[src/rtl/fir_pkg.sv]
// Shared constants for the 5-tap low-pass FIR: widths, output scaling and coefficients.
package fir_pkg;

    localparam int unsigned DATA_W = 8;
    localparam int unsigned OUT_W  = 10;
    localparam int unsigned TAPS   = 5;
    localparam int unsigned SHIFT  = 2;
    // 255 * (5+4+3+2+1) = 3825 fits in 12 bits, so the sum can never wrap
    localparam int unsigned ACC_W  = 12;

    localparam int unsigned COEF [TAPS] = '{5, 4, 3, 2, 1};

endpackage

[src/rtl/fir_tap_reg.sv]
// One delay-line stage: a sample-wide register cleared asynchronously by rst.
module fir_tap_reg
    import fir_pkg::*;
#(
    parameter int unsigned WIDTH = DATA_W
) (
    input  logic             clk,
    input  logic             rst,
    input  logic [WIDTH-1:0] d,
    output logic [WIDTH-1:0] q
);

    always_ff @(posedge clk or posedge rst) begin
        if (rst) begin
            q <= '0;
        end else begin
            q <= d;
        end
    end

endmodule

[src/rtl/filter_fir.sv]
// Direct-form 5-tap FIR: delay line of tap registers, combinational MAC, registered
// output scaled down by SHIFT with plain truncation.
module filter_fir
    import fir_pkg::*;
(
    input  logic              clk,
    input  logic              rst,
    input  logic [DATA_W-1:0] x,
    output logic [OUT_W-1:0]  dataout
);

    // dline[k] holds x delayed by k samples
    logic [DATA_W-1:0] dline [1:TAPS-1];
    logic [ACC_W-1:0]  acc;
    logic [OUT_W-1:0]  dataout_d;

    for (genvar i = 1; i < TAPS; i++) begin : g_dline
        if (i == 1) begin : g_first
            fir_tap_reg #(
                .WIDTH(DATA_W)
            ) u_tap (
                .clk(clk),
                .rst(rst),
                .d  (x),
                .q  (dline[i])
            );
        end else begin : g_rest
            fir_tap_reg #(
                .WIDTH(DATA_W)
            ) u_tap (
                .clk(clk),
                .rst(rst),
                .d  (dline[i-1]),
                .q  (dline[i])
            );
        end
    end

    always_comb begin
        acc = ACC_W'(COEF[0]) * ACC_W'(x);
        for (int i = 1; i < TAPS; i++) begin
            acc = acc + ACC_W'(COEF[i]) * ACC_W'(dline[i]);
        end
    end

    assign dataout_d = OUT_W'(acc >> SHIFT);

    always_ff @(posedge clk or posedge rst) begin
        if (rst) begin
            dataout <= '0;
        end else begin
            dataout <= dataout_d;
        end
    end

endmodule

[config.mk]
export PLATFORM = sky130hd
export DESIGN_NAME = filter_fir
export DESIGN_NICKNAME = d
export VERILOG_FILES = /design/src/rtl/fir_pkg.sv /design/src/rtl/fir_tap_reg.sv /design/src/rtl/filter_fir.sv
export SDC_FILE = /design/constraint.sdc
export NUM_CORES = 1
export LEC_CHECK = 0
export CORE_AREA = 3 3 76 78
export DETAILED_ROUTE_END_ITERATION = 7
export DIE_AREA = 0 0 79 81
export GPL_TIMING_DRIVEN = 1
export PLACE_DENSITY = 0.75
export RECOVER_POWER = 100
export SLEW_MARGIN = 10
export SYNTH_ARGS = -nofsm -noshare
export SYNTH_HDL_FRONTEND = slang
export SYNTH_SLANG_ARGS = --single-unit
export TNS_END_PERCENT = 20
[constraint.sdc]
create_clock -name clk -period 8.49 [get_ports clk]
set_clock_uncertainty 0.05 [all_clocks]
set_input_delay 1.698 -clock clk [delete_from_list [all_inputs] [get_ports clk]]
set_output_delay 1.698 -clock clk [all_outputs]
set_load 0.005 [all_outputs]
==> impl_metrics.yaml <==
logic_synthesis:
  synth_area_leaders: "dfrtp_1 41%, fa_1 28%, ha_1 12%"
  synth_seq_cells: 42
  synth_top_cell_area_share_pct: 41.1
  netlist_top_cells_count: "71 x inv_1, 42 x dfrtp_1, 36 x fa_1"
  synth_area_leader_cell: "dfrtp_1"
  synth_ff_type: "dfrtp_1"
  synth_edf_count: 0
  synthCells: 205
  yosys_warnings: 0
  synth_area_mm2: 0.00256
  synth_most_common_cell: "inv_1"
  syn_nets: 275
  yosysSeqAreaShare_pct: 41.1
  ys_types: 23
  synth-async-reset-ratio_pct: 100
  syn_avg_cell_area_um2: 12.5
timing:
  setup_slack_ns: 2.50
  final.min_clock_period_ns: 5.99
  rsz0062_at_grt: "no"
  tightest_slew_ns: 2.14
  setup-tns-final_ns: 0
  finalMaxSlewViolations: 43
  finalHoldViolations: 0
  fmax_ghz: 0.167
  whs_ns: 0.328
  finalSetupViolations: 0
  slew_headroom_pct: -42.4
  fin_crit_sh_pct: 70.5
worst_setup_path:
  path_buf_inv: 5
  r2r_slack_ns: 4.17
  critical_path_class: "input port to flip-flop"
  cpMostUsedCell: "fa_1"
  crit_path_max_incr_delay_ns: 0.60
  slowest_stage: "dlygate4sd3_1"
  worstSetupStartpointType: "input port"
  timing.critical_path.fanout_max: 3
  end_kind: "flip-flop"
  crit_family: "adder cells"
  path_cells: "dlygate4sd3_1, inv_1, fa_1, inv_1, fa_1, fa_1, inv_1, fa_1, inv_1, ha_1, fa_1, a21o_2, a21oi_1, o21ai_0, xor2_1"
  critical_path_arrival_ns: 6.11
  required_ns: 8.62
detailed_routing:
  drc: 0
  drt-total-wl_mm: 3.51
  viasPerCell: 4.45
  drtIter0Drc: 37
  dr.pass1.iters: 3
  wl_per_cell_um: 11.6
  vias: 1347
  antenna_left: 0
floorplan:
  die_h_um: 81
  start_util_pct: 49.8
  rows: 26
  dieArea_mm2: 0.00640
  coreArea_mm2: 0.00514
  die_w_um: 79
  io_pins: 20
pwr:
  pwr_density_cell_mw_per_mm2: 289
  p_leak_nw: 1.52
  total_power_uw: 844
  vdd_ir_drop_max_mv: 0.126
grt:
  use_met2_pct: 22.8
  grt_max_degree: 43
  met3_usage_pct: 3.99
  met1_usage_pct: 17.7
  antenna_found_initial: 0
  grt_overflow: 0
  grt_busiest_layer: "met2"
  grt_use_total_pct: 13.8
  grt_pass1_vias: 1516
  grt_pass1_wl_mm: 6.68
worst_hold_path:
  hp-class: "flip-flop to flip-flop"
clock_tree:
  ctsLongestPathBuffers: 2
  cts_inserted_buffers: 5
  cts_sinks: 42
  cts_resized: 0
  clk_root_buffer_cell: "clkbuf_8"
  clk_latency_ns: 0.30
  hold_buffers: 0
  cts-htree-levels: 2
  postCtsSetupBuffers: 0
  clkTransAtPathRegs_ns: 0.08
  cts_tree: "yes"
place:
  place_area_mm2: 0.00284
  io_buffers: 19
  dp.cells: 295
  post-place-ws_ns: 2.34
  dp_hpwl_mm: 2.95
  place.gp.congestion: 0.776
status:
  status: "finished with violations"
  violations: "capacitance limit, slew limit"
finish:
  fin_area_mm2: 0.00292
  seq_area_mm2: 0.00105
  drive_gt1_share_pct: 3.86
  final_util_pct: 56.8
  fin_nets: 302
  synthToLayoutAreaGrowth_pct: 14.2
  nFillCells: 462
  multiInputGateArea_mm2: 0.00124
  instances_no_fill: 303
  diodes: 0
flow_run:
  cap_violations: 1
[cells by family (layout without fill, tap and decap cells)]
kind of cell / after synthesis / count (layout) / share of synthesized area (%)
compound gates: 15 / 15 / 4.06
xor+xnor: 6 / 6 / 2.06
fa+ha+maj: 60 / 60 / 39.9
buf+inv: 71 / 99 / 10.4
flops: 42 / 42 / 41.1
mux: 1 / 1 / 0.391
simple gates: 10 / 10 / 2.05
[power breakdown]
part	total, mW	internal (mW)	switching, mW
Clock	0.126	0.0580	0.0678
Sequential	0.250	0.240	0.00962
Combinational	0.468	0.220	0.248
[placed cells by master, fill, tap and decap left out]
cell type,count
inv_1,71
dfrtp_1,42
fa_1,36
ha_1,24
dlygate4sd3_1,19
a21oi_1,6
clkbuf_8,5
nand2_1,4
xor2_1,3
xnor2_1,3
o21ai_0,2
nor3_1,2
clkbuf_1,2
a21o_2,1
o21a_1,1
o31ai_2,1
a21o_1,1
a211oi_1,1
o21bai_1,1
nand3_1,1
and4b_1,1
nor2b_1,1
mux2i_1,1
a221oi_1,1
and2_1,1
clkinv_4,1
clkinv_2,1
[path summary, 6_finish.rpt]
| path | start | end | cells past startpoint |
|---|---|---|---|
| min reg2reg | g_dline[2].g_rest.u_tap.q[3] | g_dline[3].g_rest.u_tap.q[3] | 0 |
| min | g_dline[2].g_rest.u_tap.q[3] | g_dline[3].g_rest.u_tap.q[3] | 0 |
| min in group asynchronous | rst | g_dline[1].g_first.u_tap.q[1] | 3 |
| max | x[1] | dataout[7] | 15 |
| max in group asynchronous | rst | g_dline[4].g_rest.u_tap.q[7] | 3 |
| max reg2reg | g_dline[2].g_rest.u_tap.q[2] | dataout[7] | 14 |
[cell type report]
class | count | area share [%]
clock inverter | 2 | 0.471
inverter | 71 | 9.12
timing repair buffer | 20 | 6.64
sequential | 42 | 36.0
clock buffer | 6 | 2.48
tap | 70 | 3.00
multi-input combinational | 92 | 42.3
[metal layers]
metal / up-vias / wire length (um)
met5: - / 0
met4: 0 / 60
met3: 7 / 154
met2: 21 / 1820
met1: 667 / 1480
li1: 652 / -
[sequential cells by signal, summed over array words and instances, names as in the netlist]
name,cells
g_dline.g_rest.u_tap.q,24
g_dline.g_first.u_tap.q,8
dataout,10
(Power assumes the default switching activity.)
